File: src/rtl/count_bank.sv
// rtl/count_bank.sv - bank of independent up/down counters with load, terminal-count pulse and snapshot
// Build with COUNT_BANK_SAT_EN defined to make boundary steps saturate instead of wrapping.
module count_bank #(
  parameter int WIDTH    = 3,
  parameter int CHANNELS = 5
) (
  input  logic                      clk,
  input  logic                      rst,
  input  logic [CHANNELS-1:0]       en,
  input  logic [CHANNELS-1:0]       dir,
  input  logic [CHANNELS-1:0]       load,
  input  logic [CHANNELS*WIDTH-1:0] load_val,
  input  logic                      snap,
  output logic [CHANNELS*WIDTH-1:0] cnt,
  output logic [CHANNELS*WIDTH-1:0] cnt_snap,
  output logic [CHANNELS-1:0]       tc,
  output logic                      snap_vld
);

  localparam logic [WIDTH-1:0] CNT_MAX = {WIDTH{1'b1}};
  localparam logic [WIDTH-1:0] CNT_ONE = {{(WIDTH-1){1'b0}}, 1'b1};

  logic [WIDTH-1:0]    cnt_q  [CHANNELS];
  logic [WIDTH-1:0]    snap_q [CHANNELS];
  logic [WIDTH-1:0]    cnt_nxt[CHANNELS];
  logic [CHANNELS-1:0] boundary;
  logic [CHANNELS-1:0] tc_q;
  logic                snap_vld_q;

  // Next count per channel; boundary flags an enabled step past either end of the range.
  always_comb begin
    for (int i = 0; i < CHANNELS; i++) begin
      cnt_nxt[i]  = cnt_q[i];
      boundary[i] = 1'b0;
      if (load[i]) begin
        cnt_nxt[i] = load_val[i*WIDTH +: WIDTH];
      end else if (en[i]) begin
        if (dir[i]) begin
          if (cnt_q[i] == CNT_MAX) begin
            boundary[i] = 1'b1;
`ifdef COUNT_BANK_SAT_EN
            cnt_nxt[i] = CNT_MAX;
`else
            cnt_nxt[i] = '0;
`endif
          end else begin
            cnt_nxt[i] = cnt_q[i] + CNT_ONE;
          end
        end else begin
          if (cnt_q[i] == '0) begin
            boundary[i] = 1'b1;
`ifdef COUNT_BANK_SAT_EN
            cnt_nxt[i] = '0;
`else
            cnt_nxt[i] = CNT_MAX;
`endif
          end else begin
            cnt_nxt[i] = cnt_q[i] - CNT_ONE;
          end
        end
      end
    end
  end

  // The snapshot takes the post-edge counts so loads and steps in the snap cycle are included.
  always_ff @(posedge clk) begin
    if (rst) begin
      for (int i = 0; i < CHANNELS; i++) begin
        cnt_q[i]  <= '0;
        snap_q[i] <= '0;
      end
      tc_q       <= '0;
      snap_vld_q <= 1'b0;
    end else begin
      for (int i = 0; i < CHANNELS; i++) begin
        cnt_q[i] <= cnt_nxt[i];
        if (snap) begin
          snap_q[i] <= cnt_nxt[i];
        end
      end
      tc_q       <= boundary;
      snap_vld_q <= snap;
    end
  end

  always_comb begin
    cnt      = '0;
    cnt_snap = '0;
    for (int i = 0; i < CHANNELS; i++) begin
      cnt[i*WIDTH +: WIDTH]      = cnt_q[i];
      cnt_snap[i*WIDTH +: WIDTH] = snap_q[i];
    end
  end

  assign tc       = tc_q;
  assign snap_vld = snap_vld_q;

endmodule

File: config.mk
export PLATFORM = sky130hd
export DESIGN_NAME = count_bank
export DESIGN_NICKNAME = d
export VERILOG_FILES = /design/src/rtl/count_bank.sv
export SDC_FILE = /design/constraint.sdc
export NUM_CORES = 1
export LEC_CHECK = 0
export ABC_AREA = 1
export CORE_MARGIN = 2
export CORE_UTILIZATION = 30
export DETAILED_ROUTE_END_ITERATION = 7
export SLEW_MARGIN = 10
export SYNTH_ARGS = -nofsm -noshare
export SYNTH_HDL_FRONTEND = slang
export SYNTH_SLANG_ARGS = --single-unit
File: constraint.sdc
create_clock -name clk -period 1.3 [get_ports clk]
set_input_delay 0.26 -clock clk [delete_from_list [all_inputs] [get_ports clk]]
set_output_delay 0.26 -clock clk [all_outputs]
set_load 0.01 [all_outputs]
==> out/qor.yml, run 1 <==
run_status:
  outcome: "finished, violations left"
  violations: "setup timing"
clock_tree:
  clkSinkCount: 36
  cts.path.max_buffers: 2
  cts_buffers: 5
  cts_tree: "done"
  ctsHoldBuffers: 0
  insertion_delay_ns: 0.28
  clk_pin_slew_ns: 0.08
  root_buffer: "clkbuf_8"
  htreeDepth: 2
synthesis:
  yosysSeqAreaShare: 0.436
  yosysUniqueCellTypes: 20
  synth_seq_cells: 36
  synthArstFlopShare: 0
  synth_edf_count: 15
  synth.avg_cell_area_um2: 8.15
  syn_nets: 298
  synth.cell_area_um2: 2000
  synthCells: 245
  ys.flop_type: "dfxtp_1"
  ys_warn_count: 0
sta:
  skew_ns: 0.00600
  setup_viol: 17
  fin_crit_ns: 1.49
  finalCritPeriodShare: 1.15
  finalWorstSetupSlack_ns: -0.193
  tightest_slew_ns: 0.275
  fmax_mhz: 670
  hold_violations: 0
  maxSlewHeadroom: 0.816
  rsz0062_at_grt: "true"
  drv_slew: 0
global_routing:
  globalRouteTotalUtil: 0.156
  grt_pass1_vias: 2013
  grt_max_degree: 17
  grt_pass1_wl_mm: 9.05
  gr-total-overflow: 0
  antenna_found_initial: 0
floorplan:
  ios: 69
  start_util: 0.312
  die-area_um2: 7320
  core_um2: 6390
  die_y_um: 85.6
  die_w_um: 85.6
  rows: 29
drt:
  wl_per_cell_um: 12.4
  drt_iter0_markers: 58
  vias: 2011
  antenna_left: 0
  routed_wl_mm: 5.56
  dr.pass1.iters: 4
  drc: 0
  vias_per_cell: 4.50
pwr:
  cellPowerDensity_nw_per_um2: 869
  p_leak_uw: 0.00167
  irDropWorstVdd_uv: 469
final_layout:
  diodes: 0
  drive_gt1_frac: 0.481
  fin_util: 0.566
  nets: 422
  synthToLayoutAreaGrowth_pct: 81.1
setup_path:
  cp.arrival_ns: 1.53
  worst_path_max_delay_cell: "dfxtp_4"
  worstPathRequired_ns: 1.34
  start_kind: "register"
  path_cells: "inv_2, ha_4, ha_4, nand2_2, o211ai_1, nand3_1, nand2_2, nor2_2"
  worst-setup-path-type: "reg -> reg"
  endpoint_kind: "register"
  worst-path-buf-inv: 1
  crit_family: "adder cells"
  max_stage_delay_ns: 0.38
  worstPathMaxFanout: 4
placed_design:
  port_buffers: 68
  place_ws_ns: -0.231
  dpl.hpwl_mm: 4.01
  place.gp.congestion: 0.826
worst_hold_path:
  hold_class: "in -> reg"
job:
  timing.max_cap.violations: 0
-- metal layers --
layer / track usage / wire (um) / part of all wire / vias up
li1: - / - / - / 1036
met1: 0.192 / 2370 / 0.43 / 903
met2: 0.269 / 2800 / 0.50 / 62
met3: 0.0385 / 307 / 0.055 / 10
met4: 0.0505 / 80 / 0.014 / 0
met5: 0 / 0 / 0 / -
-- final timing paths --
path / start / to / slack (ns) / depth (start not counted)
worst min register to register: cnt_q[0][5]$_SDFF_PP0_ / tc[1]$_SDFF_PP0_ / 0.62 / 3
worst max-delay path: cnt_q[0][9]$_SDFF_PP0_ / snap_q[0][11]$_SDFFCE_PN0P_ / -0.19 / 8
worst max register to register: cnt_q[0][9]$_SDFF_PP0_ / snap_q[0][11]$_SDFFCE_PN0P_ / -0.19 / 8
worst min-delay path: load_val[12] / cnt_q[0][12]$_SDFF_PP0_ / 0.58 / 3
-- layout by cell type, fill, tap and decap left out, types with 2 or more instances in the layout --
cell type / netlist / final
a21oi_1: 23 / 18
a21oi_2: 4 / 8
and2_1: 4 / 4
buf_4: 0 / 47
buf_6: 1 / 4
clkbuf_2: 0 / 3
clkbuf_8: 0 / 6
clkdlybuf4s15_1: 0 / 2
clkdlybuf4s50_1: 0 / 32
dfxtp_1: 21 / 6
dfxtp_2: 0 / 6
dfxtp_4: 0 / 9
dlygate4sd2_1: 0 / 30
edfxtp_1: 15 / 15
ha_2: 0 / 2
ha_4: 0 / 17
inv_1: 41 / 20
inv_2: 10 / 25
inv_4: 0 / 6
nand2_1: 46 / 28
nand2_2: 7 / 21
nand2_4: 0 / 4
nand3_1: 15 / 10
nand3_2: 0 / 5
nor2_1: 18 / 12
nor2_2: 0 / 5
o211ai_1: 4 / 4
o21ai_0: 8 / 6
o21ai_1: 1 / 2
o21ai_2: 4 / 4
-- cell usage after synthesis (all sizes together), types with 4 or more instances --
master / number / share of area
nor2: 18 / 0.034
inv: 51 / 0.096
and2: 4 / 0.013
edfxtp: 15 / 0.23
o211ai: 4 / 0.015
nand2: 53 / 0.11
ha: 20 / 0.13
nand3: 15 / 0.038
o21ai: 13 / 0.040
dfxtp: 21 / 0.21
a21oi: 27 / 0.075
-- kinds of logic (layout without fill, tap and decap cells) --
family | Yosys count | in the layout | share of synthesized area
AO/OA/AOI/OAI | 45 | 45 | 0.137
flip-flops | 36 | 36 | 0.436
AND/OR/NAND/NOR | 91 | 91 | 0.196
XOR/XNOR | 1 | 1 | 0.00439
adder cells (fa/ha/maj) | 20 | 20 | 0.125
buffers and inverters | 52 | 177 | 0.102
-- through the flow --
stage | hold WS [ns] | instance area (um2) | TNS [ns] | std cells | total power, uW
global route | 0.617 | 3610 | -2.39 | 447 | 3330
floorplan | 0.319 | 2070 | -0.566 | 245 | 1690
global placement | 0.603 | 3160 | -6.66 | 432 | 2150
CTS | 0.551 | 3460 | -0.830 | 444 | 3060
finish | 0.577 | 3610 | -1.04 | 447 | 3140
detailed placement | 0.603 | 3160 | -7.18 | 432 | 2160
-- where the power goes --
| group | switching, uW | leakage, uW | internal, uW |
|---|---|---|---|
| clock | 394 | 0.0000445 | 431 |
| combinational | 454 | 0.00128 | 522 |
| sequential | 78.1 | 0.000346 | 1260 |
| total | 926 | 0.00167 | 2220 |
-- cell type report --
class	count	area (um2)
Multi-Input combinational cell	157	1290
Sequential cell	36	912
Fill cell	580	2770
Tap cell	77	96.3
Inverter	51	206
Clock buffer	7	86.3
Timing Repair Buffer	118	1020
Clock inverter	1	7.51
-- worst register-to-register path, delay by kind of cell, from the launching register on --
family,cells,cell delay (ns)
buffers and inverters,1,0.05
AND/OR/NAND/NOR,4,0.31
adder cells (fa/ha/maj),2,0.40
flip-flops,1,0.38
AO/OA/AOI/OAI,1,0.11
-- repair_timing --
action                                  CTS  global route
pin swaps                                30            32
gates cloned                              0             0
resized for setup                        79            53
endpoints found under the setup margin   57            30
setup buffers                             4             3
endpoints found under the hold margin     0             0
-- sequential cells by signal (all words and copies together) (netlist names) --
| register | flops |
|---|---|
| snap_vld | 1 |
| tc | 5 |
| cnt_q | 15 |
| snap_q | 15 |
Note: power is estimated with default switching activity, not from simulation.
==> run 2, diff against run 1 <==
Settings changed: ABC_AREA 1 to not set.
==> out/qor.yml, run 2 <==
run_status:
  outcome: "finished, violations left"
  violations: "setup timing"
placed_design:
  port_buffers: 68
  place.gp.congestion: 0.799
  dpl.hpwl_mm: 3.82
sta:
  hold_ws_ns: 0.392
  fin_crit_ns: 1.63
  drv_slew: 0
  hold_violations: 0
  fmax_mhz: 614
  fin_tns_setup_ns: -3.77
  setup_viol: 23
  maxSlewHeadroom: 0.729
  finalWorstSetupSlack_ns: -0.329
  rsz0062_at_grt: "true"
  skew_ns: 0.00420
  finalCritPeriodShare: 1.25
  tightest_slew_ns: 0.405
clock_tree:
  cts_tree: "done"
  cts.path.max_buffers: 2
  cts_buffers: 5
  ctsHoldBuffers: 0
  htreeDepth: 2
  root_buffer: "clkbuf_8"
  clkSinkCount: 36
  clk_pin_slew_ns: 0.07
  insertion_delay_ns: 0.28
synthesis:
  synth.avg_cell_area_um2: 10.1
  synthArstFlopShare: 0
  synth.cell_area_um2: 1950
  synth_top_area_frac: 0.231
  synth.area.top_cells: "edfxtp_1, dfxtp_1, ha_1"
  yosysMostFrequentCell: "inv_1"
  yosysUniqueCellTypes: 35
  yosysSeqAreaShare: 0.447
  synthCells: 193
  synth_edf_count: 15
  syn_nets: 246
  ys_warn_count: 0
  synth_area_leader_cell: "edfxtp_1"
  synth_commonest_cells: "inv_1, dfxtp_1, ha_1, edfxtp_1, a21oi_1"
  synth_seq_cells: 36
  ys.flop_type: "dfxtp_1"
setup_path:
  cp.arrival_ns: 1.66
  crit_path_end: "snap_q[0][5]$_SDFFCE_PN0P_"
  reg2reg_to: "snap_q[0][5]$_SDFFCE_PN0P_"
  start_kind: "register"
  reg2regPathDepth: 5
  worstPathMaxFanout: 4
  endpoint_kind: "register"
  worst-setup-path-type: "reg -> reg"
  worstPathRequired_ns: 1.33
  startpoint: "cnt_q[0][4]$_SDFF_PP0_"
  r2r_slack_ns: -0.33
  reg2reg_from: "cnt_q[0][4]$_SDFF_PP0_"
floorplan:
  ios: 69
  die_w_um: 84.6
  die_y_um: 84.6
  die-area_um2: 7160
  rows: 29
  core_um2: 6310
  start_util: 0.309
worst_hold_path:
  hold_class: "in -> reg"
pwr:
  p_clk_frac: 0.258
  switching_share: 0.288
  cellPowerDensity_nw_per_um2: 856
  pwr-share-seq: 0.419
  p_leak_uw: 0.00151
  p_sw_uw: 913
  p_int_uw: 2250
  comb_power_share: 0.323
  irDropWorstVdd_uv: 508
final_layout:
  most-common-layout-cells: "buf_4, clkdlybuf4s50_1, dlygate4sd2_1, ha_4, edfxtp_1"
  synthToLayoutAreaGrowth_pct: 89.9
  final_common_cell: "buf_4"
  diodes: 0
  num-fill-cells: 557
  nets: 359
  drive_gt1_frac: 0.469
drt:
  vias: 1854
  drt_iter0_markers: 61
  antenna_left: 0
  vias_per_cell: 4.83
  drc: 0
  routed_wl_mm: 5.60
  wl_per_cell_um: 14.6
  dr.pass1.iters: 4
global_routing:
  globalRouteTotalUtil: 0.147
  grt_max_degree: 16
  grt_pass1_wl_mm: 8.54
  antenna_found_initial: 0
  gr-total-overflow: 0
  grt_pass1_vias: 1871
job:
  timing.max_cap.violations: 0
## run 2: final cells by class
cell class | count | area (um2) | area share
tap | 77 | 96.3 | 0.0260
inverter | 22 | 97.6 | 0.0264
multi-input combinational | 131 | 1540 | 0.415
clock buffer | 8 | 90.1 | 0.0243
timing repair buffer | 110 | 963 | 0.260
sequential | 36 | 917 | 0.248
## run 2: metal layers
metal / track usage / part of all wire / up-vias
met5: 0 / 0 / -
met3: 0.0521 / 0.042 / 5
met2: 0.245 / 0.52 / 40
met1: 0.184 / 0.43 / 873
met4: 0.0346 / 0.0071 / 0
li1: - / - / 936
## run 2: worst max-delay path, cell delays in order, from the launching register on
cell	delay (ns)
dfxtp_4	0.39
inv_4	0.05
ha_4	0.15
or3_4	0.39
a221oi_4	0.30
nor3_1	0.08
## run 2: power by group through the flow
stage / combinational (uW) / clock (uW) / sequential, uW
2_1_floorplan: 364 / 0 / 1390
3_3_place_gp: 859 / 0 / 1350
3_5_place_dp: 868 / 0 / 1350
4_1_cts: 891 / 851 / 1320
5_1_grt: 1110 / 890 / 1340
6_report: 1020 / 816 / 1330
## run 2: worst min path at each step
stage / startpoint / to / slack (ns) / depth (start not counted)
final: en[4] / tc[4]$_SDFF_PP0_ / 0.39 / 3
after global routing: en[4] / tc[4]$_SDFF_PP0_ / 0.43 / 3
after CTS: load_val[3] / cnt_q[0][3]$_SDFF_PP0_ / 0.54 / 3
after detailed placement: cnt_q[0][4]$_SDFF_PP0_ / cnt_q[0][4]$_SDFF_PP0_ / 0.69 / 2
after global placement: cnt_q[0][4]$_SDFF_PP0_ / cnt_q[0][4]$_SDFF_PP0_ / 0.68 / 2
after floorplan: load[0] / tc[0]$_SDFF_PP0_ / 0.34 / 1
## run 2: kinds of logic (layout without fill, tap and decap cells)
family	count (synthesis)	after routing	share of synthesized area
xor+xnor	2	2	0.00899
buf+inv	26	140	0.0552
fa+ha+maj	20	20	0.128
compound gates	50	50	0.190
simple gates	58	58	0.166
flops	36	36	0.447
mux	1	1	0.00513
## run 2: repair_timing
| action | in CTS | in global routing |
|---|---|---|
| endpoints found under the setup margin | 65 | 56 |
| buffers inserted | 3 | 4 |
| pin swaps | 10 | 27 |
| gates resized for setup | 79 | 58 |
| hold endpoints to repair | 0 | 0 |
## run 2: stage by stage
stage / cell area [um2] / worst slack [ns] / util / instances / total power [uW]
after floorplan: 2190 / -0.233 / - / 193 / 1750
after global placement: 3210 / -0.375 / 0.508 / 369 / 2210
after detailed placement: 3210 / -0.405 / 0.508 / 369 / 2220
after CTS: 3410 / -0.267 / 0.540 / 380 / 3060
after global routing: 3700 / -0.352 / 0.586 / 384 / 3340
final: 3700 / -0.329 / 0.586 / 384 / 3170
